**src/rtl/spi_flash_responder.sv**
```systemverilog
// SPI mode-0 flash responder: answers RDID (0x9F) with a rotating 3-byte JEDEC ID
// and RDSR (0x05) with a rotating status byte. All SPI pins are oversampled on clk.
//
// state     | meaning
// IDLE      | no frame; waiting for a CS fall
// CMD       | shifting in the 8-bit command
// RESP_RDID | rotating {MFG_ID, MEM_TYPE, MEM_CAPACITY} out on SPICLK falls
// RESP_RDSR | rotating STATUS out on SPICLK falls
// IGNORE    | unknown command; outputs quiet until CS rises
module spi_flash_responder #(
    parameter logic [7:0] MFG_ID       = 8'h20,
    parameter logic [7:0] MEM_TYPE     = 8'h20,
    parameter logic [7:0] MEM_CAPACITY = 8'h15,
    parameter logic [7:0] STATUS       = 8'h00
) (
    input  logic       clk,
    input  logic       reset_n,
    input  logic       SPICLK,
    input  logic       SPIMOSI,
    input  logic       chip_select,
    output logic       SPIMISO,
    output logic       miso_oe,
    output logic       cmd_valid,
    output logic [7:0] cmd_byte,
    output logic       frame_active,
    output logic [7:0] rdid_count
);

    typedef enum logic [2:0] {IDLE, CMD, RESP_RDID, RESP_RDSR, IGNORE} state_t;

    state_t      state, state_nx;
    logic [2:0]  sclk_sync, cs_sync;
    logic [1:0]  mosi_sync;
    logic [2:0]  bit_cnt;
    logic [7:0]  cmd_sr;
    logic [23:0] resp_sr;

    // Stage [1] is the synchronized level, stage [2] the delayed copy for edges.
    // CS resets to "asserted" so a frame needs a real high->low after reset.
    always_ff @(posedge clk or negedge reset_n) begin
        if (!reset_n) begin
            sclk_sync <= 3'b000;
            cs_sync   <= 3'b000;
            mosi_sync <= 2'b00;
        end else begin
            sclk_sync <= {sclk_sync[1:0], SPICLK};
            cs_sync   <= {cs_sync[1:0], chip_select};
            mosi_sync <= {mosi_sync[0], SPIMOSI};
        end
    end

    logic       sclk_rise, sclk_fall, cs_rise, cs_fall, last_bit;
    logic [7:0] cmd_next;

    assign sclk_rise = sclk_sync[1] & ~sclk_sync[2];
    assign sclk_fall = ~sclk_sync[1] & sclk_sync[2];
    assign cs_rise   = cs_sync[1] & ~cs_sync[2];
    assign cs_fall   = ~cs_sync[1] & cs_sync[2];
    assign cmd_next  = {cmd_sr[6:0], mosi_sync[1]};
    assign last_bit  = sclk_rise && (bit_cnt == 3'd7);

    always_ff @(posedge clk or negedge reset_n) begin
        if (!reset_n) state <= IDLE;
        else          state <= state_nx;
    end

    always_comb begin
        state_nx = state;
        if (cs_rise) begin
            state_nx = IDLE;
        end else begin
            case (state)
                IDLE: if (cs_fall) state_nx = CMD;
                CMD: begin
                    if (last_bit) begin
                        if (cmd_next == 8'h9F)      state_nx = RESP_RDID;
                        else if (cmd_next == 8'h05) state_nx = RESP_RDSR;
                        else                        state_nx = IGNORE;
                    end
                end
                default: ;
            endcase
        end
    end

    assign miso_oe      = (state == RESP_RDID) || (state == RESP_RDSR);
    assign frame_active = (state != IDLE);

    // RDSR reuses the 24-bit rotator with STATUS replicated, giving an 8-bit period.
    always_ff @(posedge clk or negedge reset_n) begin
        if (!reset_n) begin
            SPIMISO    <= 1'b0;
            cmd_valid  <= 1'b0;
            cmd_byte   <= 8'h00;
            rdid_count <= 8'h00;
            bit_cnt    <= 3'd0;
            cmd_sr     <= 8'h00;
            resp_sr    <= 24'h0;
        end else begin
            cmd_valid <= 1'b0;
            if (cs_rise) begin
                SPIMISO <= 1'b0;
            end else begin
                case (state)
                    IDLE: begin
                        if (cs_fall) begin
                            bit_cnt <= 3'd0;
                            cmd_sr  <= 8'h00;
                            SPIMISO <= 1'b0;
                        end
                    end
                    CMD: begin
                        if (sclk_rise) begin
                            cmd_sr  <= cmd_next;
                            bit_cnt <= bit_cnt + 3'd1;
                        end
                        if (last_bit) begin
                            cmd_byte  <= cmd_next;
                            cmd_valid <= 1'b1;
                            if (cmd_next == 8'h9F) begin
                                resp_sr    <= {MFG_ID, MEM_TYPE, MEM_CAPACITY};
                                rdid_count <= rdid_count + 8'd1;
                            end else if (cmd_next == 8'h05) begin
                                resp_sr <= {STATUS, STATUS, STATUS};
                            end
                        end
                    end
                    RESP_RDID, RESP_RDSR: begin
                        if (sclk_fall) begin
                            SPIMISO <= resp_sr[23];
                            resp_sr <= {resp_sr[22:0], resp_sr[23]};
                        end
                    end
                    default: SPIMISO <= 1'b0;
                endcase
            end
        end
    end

endmodule

```
**config.mk**
```make
export PLATFORM = sky130hd
export DESIGN_NAME = spi_flash_responder
export DESIGN_NICKNAME = d
export VERILOG_FILES = /design/src/rtl/spi_flash_responder.sv
export SDC_FILE = /design/constraint.sdc
export NUM_CORES = 1
export LEC_CHECK = 0
export ABC_CLOCK_PERIOD_IN_PS = 2700
export CORE_MARGIN = 5
export CORE_UTILIZATION = 35
export CTS_CLUSTER_DIAMETER = 60
export DETAILED_ROUTE_END_ITERATION = 8
export GPL_TIMING_DRIVEN = 0
export PLACE_DENSITY = 0.63
export SYNTH_ARGS = -nofsm -noshare
export SYNTH_HDL_FRONTEND = slang
export SYNTH_SLANG_ARGS = --single-unit
export TNS_END_PERCENT = 10
```
**constraint.sdc**
```tcl
create_clock -name clk -period 2.7 [get_ports clk]
set_input_delay 0.405 -clock clk [delete_from_list [all_inputs] [get_ports clk]]
set_output_delay 0.405 -clock clk [all_outputs]
set_load 0.005 [all_outputs]
```
==> run metrics, run 1 <==
pre-CTS WS=0.416 ns; largest net degree at the start of global routing=41; yosys warns=0; total track usage=11.6%; clk root buf=clkbuf_8; clock buffer count from CTS=9; Area Overhead vs Synth=23.6%; PostCTS Resize Cnt=0; leakage dissipation=1.47 nW; grt ovf=0; Starting DRT DRC Count=58; PwrDens=790 nW/um^2; Post-CTS Setup Repair Bufs=0; vias per cell=4.89; CP startpoint=state[1]$_DFFE_PN0P_; Syn Area/Cell=13.3 sq um; main area contributors after synthesis=dfrtp_1, a22o_1, mux2_2; Hold/Removal Path Class=primary input to asynchronous set/reset pin; Hold Buf Count CTS=0; Synth cell types=45; TritonCTS clock tree=done; Post-synth EDFFs=0; nets=238; Post-Syn Nets=202; routability congestion estimate=0.838; Initial Utilization=35.6%; H-tree depth=3; Fin. Hold Viols=0; global-route wire length before repair=8010 um; Critical Path Sink Type=output port; Post-Syn Area=2560 sq um; Pre-antenna DRT Iters=4; placed wire-length estimate=3140 um; antenna violations before repair=0; CP endpoint=miso_oe; Clock Tree Buf Depth=2; Finished Cell Area=3160 sq um; peak supply drop=0.347 mV; sequential area share after synthesis=61.6%; Antenna Diode Count=0; post-layout util=44.0%; CP cell instances=nor2b_1 > clkbuf_1 > clkdlybuf4s50_1; port bufs=24; Placeable Area=7180 sq um; die width=95.5 um; Pins Over Slew Limit=0; Final min period=2.28 ns; WS Path Type=register to output port; Crit-path slowest cell=clkdlybuf4s50_1; Bufs and invs on worst path=2; clk_skew=0.00839 ns; crit-path max FO=9; fraction of registers with async set/reset=100%; worst flop-to-flop path startpoint=cs_sync[1]$_DFF_PN0_; post-placement cell area=2940 sq um; full die area=9120 sq um; post-route setup slack=0.417 ns; hold_ws=0.0487 ns; Sink Count=63; worst skew pair latency=0.34 ns; row count=31; Post-DRT Antenna Nets=0; Synth Flop Type=dfrtp_1; status=finished clean; Worst Path Required=2.30 ns; vias in the first global route=1651; largest area contributor in the netlist=dfrtp_1; Slew HR=57.0%; die height=95.5 um; DRC=0; Startpoint Class=register; Slew @ Worst Pin=0.641 ns; fillcell total=638; Worst Reg-to-Reg Cells=4; RSZ-0062 raised after global routing=no; Worst path depth=3; share of the synthesized area in the top cell type=61.6%; vias=1625; Yosys reg bits=63; Max Cap Viol=0; # IOs=25; critical path data arrival time=1.88 ns; setup violators final=0; Syn Inst Count=192; clk slew on worst S/H paths=0.06 ns; share of cells above drive strength 1=13.3%; CP top delay family=buffers and inverters; reg2reg setup slack=0.44 ns; max incr delay on CP=0.60 ns; WL per Instance=13.6 um; reg-to-reg critical path endpoint=rdid_count[1]$_DFFE_PN0P_; Fmax=438 MHz; total wire length=4520 um; overall power=2.50 mW; Tcrit/Tclk final=84.5%
[metrics by stage]
step	instances	setup TNS [ns]
after global routing	332	0
after global placement	315	-46.87
after CTS	332	0
final	332	0
after floorplan	192	0
after detailed placement	316	0
[state kept, by name (all words and copies together), names as in the netlist]
name	count
resp_sr	24
cmd_byte	8
rdid_count	8
cmd_sr	7
bit_cnt	3
cs_sync	3
sclk_sync	3
state	3
mosi_sync	2
SPIMISO	1
cmd_valid	1
[cells in the final DEF (no fill, tap or decap), types with 3 or more instances in the layout]
cell type / instances
nand4_1: 5
clkdlybuf4s50_1: 23
xnor2_1: 6
nor2b_1: 3
mux2_2: 10
ha_1: 5
a22o_1: 28
clkbuf_8: 11
dfrtp_1: 63
and3_1: 3
clkbuf_1: 7
a22oi_1: 5
nand2_1: 11
inv_1: 10
[cells by family (layout without fill, tap and decap cells)]
logic type	count (synthesis)	after routing	share of synthesized area (%)
compound gates	46	46	14.8
xor+xnor	7	7	2.40
fa+ha+maj	5	5	2.45
buf+inv	18	59	2.84
flops	63	63	61.6
mux	13	13	5.63
simple gates	40	40	10.3
[worst min-delay path by stage]
stage                                       from  slack, ns                       to  cells past startpoint
after global placement    sclk_sync[0]$_DFF_PN0_       0.33   sclk_sync[1]$_DFF_PN0_                      0
after detailed placement    cs_sync[0]$_DFF_PN0_       0.34     cs_sync[1]$_DFF_PN0_                      0
final                                    reset_n       0.05  cmd_byte[5]$_DFFE_PN0P_                      1
after global routing                     reset_n       0.09  cmd_byte[5]$_DFFE_PN0P_                      1
after CTS                                reset_n       0.06  cmd_byte[5]$_DFFE_PN0P_                      1
after floorplan                          reset_n       0.11      SPIMISO$_DFFE_PN0P_                      0
[Yosys cell counts (2+ instances only)]
cell type / instances
xnor2_1: 6
o21ai_0: 2
mux2_2: 10
nor2b_1: 3
clkbuf_1: 5
inv_1: 10
o211ai_1: 2
ha_1: 5
nor2_1: 2
and3_1: 3
nand3b_1: 2
a22o_1: 28
nand2_1: 11
dfrtp_1: 63
nand4_1: 5
a22oi_1: 5
mux2i_1: 2
[per-layer routing]
| layer | GRT usage (%) | wire (um) | part of all wire (%) |
|---|---|---|---|
| met5 | 0 | 0 | 0 |
| met4 | 8.18 | 154 | 3.4 |
| met3 | 2.68 | 134 | 3.0 |
| met2 | 15.9 | 1960 | 43 |
| met1 | 16.0 | 2280 | 50 |
[report_power, final]
part	switching, mW	total [mW]	leakage, nW	internal [mW]
registers	0.0892	1.14	0.844	1.05
logic	0.234	0.445	0.509	0.210
clock network	0.338	0.907	0.114	0.569
total	0.661	2.50	1.47	1.83
[final cells by class]
cell class / instances / area [sq um] / share of cell area, %
well taps: 99 / 124 / 3.92
clock inverters: 3 / 65.1 / 2.06
multi-input cells: 111 / 908 / 28.7
flip-flops and latches: 63 / 1580 / 49.9
inverters: 10 / 37.5 / 1.19
clock buffers: 13 / 159 / 5.03
plain buffers: 8 / 35.0 / 1.11
repair buffers: 25 / 255 / 8.08
Power figures use the tool's default switching activity.
==> inputs of run 2 (changes only) <==
--- a/config.mk
+++ b/config.mk
@@ -5,13 +5,13 @@
 export SDC_FILE = /design/constraint.sdc
 export NUM_CORES = 1
 export LEC_CHECK = 0
-export ABC_CLOCK_PERIOD_IN_PS = 2700
+export ABC_CLOCK_PERIOD_IN_PS = 2000
 export CORE_MARGIN = 5
 export CORE_UTILIZATION = 35
 export CTS_CLUSTER_DIAMETER = 60
 export DETAILED_ROUTE_END_ITERATION = 8
 export GPL_TIMING_DRIVEN = 0
-export PLACE_DENSITY = 0.63
+export PLACE_DENSITY = 0.65
 export SYNTH_ARGS = -nofsm -noshare
 export SYNTH_HDL_FRONTEND = slang
 export SYNTH_SLANG_ARGS = --single-unit
==> constraint.sdc (replaced) <==
create_clock -name clk -period 2 [get_ports clk]
set_input_delay 0.3 -clock clk [delete_from_list [all_inputs] [get_ports clk]]
set_output_delay 0.3 -clock clk [all_outputs]
set_load 0.005 [all_outputs]
==> run metrics, run 2 (synthesized netlist as in run 1, its figures left out) <==
internal power=2.47 mW; Top reg by flops=resp_sr; Max Cap Viol=0; Starting DRT DRC Count=60; Startpoint Class=register; vias=1668; Fin. Hold Viols=0; Switch Pwr=0.950 mW; largest net degree at the start of global routing=43; post-layout util=45.7%; grt ovf=0; Sink Count=63; # IOs=25; port bufs=24; switch share=27.8%; die width=95.5 um; status=finished clean; H-tree depth=3; Slew HR=67.1%; Reg area=1580 sq um; worst skew pair latency=0.34 ns; Pins Over Slew Limit=0; RSZ-0062 raised after global routing=yes; Post-DRT Antenna Nets=0; clk slew on worst S/H paths=0.07 ns; Pre-antenna DRT Iters=5; vias in the first global route=1755; critical path data arrival time=2.20 ns; biggest regs=resp_sr: 24 flops, cmd_byte: 8 flops, rdid_count: 8 flops; reg2reg setup slack=0.02 ns; Worst Path Required=2.22 ns; Hold/Removal Path Class=register to register; Area Overhead vs Synth=28.2%; TNS Setup=0 ns; commonest cells after routing, fill and taps aside=dfrtp_1, a22o_1, clkdlybuf4s50_1; Initial Utilization=35.6%; routability congestion estimate=0.772; PwrDens=1040 nW/um^2; vias per cell=4.93; clk root buf=clkbuf_8; placed wire-length estimate=3250 um; WL per Instance=14.4 um; Final min period=1.98 ns; setup violators final=0; overall power=3.42 mW; pre-CTS WS=-0.187 ns; Antenna Diode Count=0; row count=31; total wire length=4850 um; Tcrit/Tclk final=99.2%; full die area=9120 sq um; share of cells above drive strength 1=20.1%; Critical Path Sink Type=register; TritonCTS clock tree=done; clock network power share=35.7%; Placeable Area=7180 sq um; clock buffer count from CTS=9; die height=95.5 um; leakage dissipation=1.54 nW; peak supply drop=0.624 mV; Largest register FFs=24; hold_ws=0.349 ns; global-route wire length before repair=8450 um; nets=244; Slew @ Worst Pin=0.494 ns; crit-path max FO=9; Multi-input gate area=962 sq um; fillcell total=661; sequential power share=45.7%; DRC=0; total track usage=12.3%; WS Path Type=register to register; antenna violations before repair=0; post-route setup slack=0.0162 ns; Fmax=504 MHz; clk_skew=0.00916 ns; Clock Tree Buf Depth=2; most common cell after layout, fill and taps aside=dfrtp_1; Gate power share=18.7%
-- run 2: area by class of cell --
type	count	share of cell area, %
well taps	99	3.78
multi-input cells	111	29.3
flip-flops and latches	63	48.1
clock buffers	10	4.20
plain buffers	8	1.49
repair buffers	31	9.39
inverters	10	1.14
clock inverters	6	2.56
-- run 2: power by group through the flow --
stage               Clock (mW)  Sequential [mW]  Combinational, mW
finish                    1.22             1.56              0.639
global route              1.30             1.59              0.728
detailed placement           0             1.57              0.608
CTS                       1.24             1.55              0.622
global placement             0             1.56              0.583
floorplan                    0             1.53              0.450
-- run 2: what timing repair did --
| item | in CTS | in global routing |
|---|---|---|
| setup endpoints to repair | 47 | 36 |
| hold buffers | 1 | 0 |
| setup buffers | 5 | 0 |
| gates resized for setup | 10 | 14 |
| pin swaps | 3 | 1 |
| hold endpoints to repair | 21 | 0 |
-- run 2: through the flow --
stage               std cells  instance area [sq um]
floorplan                 192                   2560
CTS                       338                   3240
global placement          315                   2920
global route              338                   3280
detailed placement        316                   2940
finish                    338                   3280
-- run 2: worst paths after layout --
kind	from	end	cells after the start
min in group asynchronous	reset_n	resp_sr[19]$_DFFE_PN0P_	2
max reg2reg	cs_sync[1]$_DFF_PN0_	cmd_byte[0]$_DFFE_PN0P_	5
min reg2reg	cs_sync[0]$_DFF_PN0_	cs_sync[1]$_DFF_PN0_	0
max in group asynchronous	reset_n	rdid_count[1]$_DFFE_PN0P_	3
min	cs_sync[0]$_DFF_PN0_	cs_sync[1]$_DFF_PN0_	0
max	cs_sync[1]$_DFF_PN0_	cmd_byte[0]$_DFFE_PN0P_	5
-- run 2: worst max-delay path, stage by stage, from the launching register on --
cell	delay, ns
dfrtp_1	0.41
ha_4	0.18
or4b_4	0.56
or2_1	0.26
buf_6	0.15
mux2_1	0.31
-- run 2: layer usage --
metal / vias up / global-route usage [%] / routed length (um)
met1: 835 / 16.3 / 2390
li1: 795 / - / -
met3: 11 / 3.71 / 159
met2: 27 / 18.1 / 2190
met5: - / 0 / 0
met4: 0 / 6.40 / 118
==> inputs of run 3 (changes only) <==
--- a/config.mk
+++ b/config.mk
@@ -6,6 +6,7 @@
 export NUM_CORES = 1
 export LEC_CHECK = 0
 export ABC_CLOCK_PERIOD_IN_PS = 2000
+export CAP_MARGIN = 20
 export CORE_MARGIN = 5
 export CORE_UTILIZATION = 35
 export CTS_CLUSTER_DIAMETER = 60
==> run metrics, run 3 (synthesized netlist as in run 1, its figures left out) <==
status=finished clean; row count=31; Worst Path Required=2.22 ns; total wire length=4850 um; Area Overhead vs Synth=28.2%; nets=244; post-placement cell area=2940 sq um; vias in the first global route=1755; overall power=3.42 mW; Sink Count=63; Clock Tree Buf Depth=2; GR Layer Usage met1=16.3%; WS Path Type=register to register; die width=95.5 um; PwrDens=1040 nW/um^2; placed wire-length estimate=3250 um; vias per cell=4.93; Starting DRT DRC Count=60; grt peak-use layer=met2; Largest register FFs=24; TNS Setup=0 ns; Pre-antenna DRT Iters=5; Finished Cell Area=3280 sq um; RSZ-0062 raised after global routing=yes; Tcrit/Tclk final=99.2%; setup violators final=0; full die area=9120 sq um; Startpoint Class=register; Final min period=1.98 ns; clk_skew=0.00916 ns; Critical Path Sink Type=register; commonest cells after routing, fill and taps aside=dfrtp_1, a22o_1, clkdlybuf4s50_1; post-layout util=45.7%; clk root buf=clkbuf_8; Fin. Hold Viols=0; share of cells above drive strength 1=20.1%; crit-path max FO=9; largest net degree at the start of global routing=43; Slew HR=67.1%; Antenna Diode Count=0; die height=95.5 um; M2 GR Usage=18.1%; DRC=0; met3 Use GR=3.71%; Initial Utilization=35.6%; clock buffer count from CTS=9; fillcell total=661; global-route wire length before repair=8450 um; Placeable Area=7180 sq um; critical path data arrival time=2.20 ns; grt ovf=0; biggest regs=resp_sr: 24 flops, cmd_byte: 8 flops, rdid_count: 8 flops; Hold/Removal Path Class=register to register; peak supply drop=0.624 mV; Top reg by flops=resp_sr; H-tree depth=3; leakage dissipation=1.54 nW; WL per Instance=14.4 um; Slew @ Worst Pin=0.494 ns; TritonCTS clock tree=done; Fmax=504 MHz; port bufs=24; Post-DRT Antenna Nets=0; total track usage=12.3%; vias=1668; pre-CTS WS=-0.187 ns; post-route setup slack=0.0162 ns; routability congestion estimate=0.772; Pins Over Slew Limit=0; antenna violations before repair=0; Max Cap Viol=0; most common cell after layout, fill and taps aside=dfrtp_1; # IOs=25; worst skew pair latency=0.34 ns; clk slew on worst S/H paths=0.07 ns
-- run 3: cell counts in the layout (fill, tap and decap cells not counted) --
Identical to the previous run, type by type.
-- run 3: critical path, cell delays in order (launching register included) --
cell	delay, ns
dfrtp_1	0.41
ha_4	0.18
or4b_4	0.56
or2_1	0.26
buf_6	0.15
mux2_1	0.31
-- run 3: cell type report --
class	count	area [sq um]	share of cell area (%)
Clock inverter	6	83.8	2.56
Tap cell	99	124	3.78
Inverter	10	37.5	1.14
Sequential cell	63	1580	48.1
Timing Repair Buffer	31	308	9.39
Multi-Input combinational cell	111	962	29.3
Buffer	8	48.8	1.49
Clock buffer	10	138	4.20
-- run 3: layer usage --
layer  wire, um  part of all wire (%)
met1       2390                    49
met5          0                     0
met4        118                   2.4
met3        159                   3.3
met2       2190                    45
-- run 3: final timing paths --
check,to,from,slack [ns],cells past startpoint
hold reg to reg,cs_sync[1]$_DFF_PN0_,cs_sync[0]$_DFF_PN0_,0.35,0
min in group asynchronous,resp_sr[19]$_DFFE_PN0P_,reset_n,0.46,2
hold / removal,cs_sync[1]$_DFF_PN0_,cs_sync[0]$_DFF_PN0_,0.35,0
setup / recovery,cmd_byte[0]$_DFFE_PN0P_,cs_sync[1]$_DFF_PN0_,0.02,5
max in group asynchronous,rdid_count[1]$_DFFE_PN0P_,reset_n,0.96,3
setup reg to reg,cmd_byte[0]$_DFFE_PN0P_,cs_sync[1]$_DFF_PN0_,0.02,5
-- run 3: timing repair --
item / 4_1_cts / 5_1_grt
setup buffers: 5 / 0
hold endpoints to repair: 21 / 0
hold buffers: 1 / 0
pin swaps: 3 / 1
cloned: 0 / 0
setup endpoints to repair: 47 / 36
resized for setup: 10 / 14
-- run 3: where the power goes --
part / total [mW] / internal [mW] / switching, mW / leakage [nW]
registers: 1.56 / 1.42 / 0.139 / 0.842
logic: 0.639 / 0.318 / 0.321 / 0.587
clock network: 1.22 / 0.731 / 0.490 / 0.116
-- run 3: metrics by stage --
stage / instances / hold WS (ns)
global placement: 315 / 0.334
detailed placement: 316 / 0.297
CTS: 338 / 0.350
global route: 338 / 0.359
floorplan: 192 / 0.00441
finish: 338 / 0.349
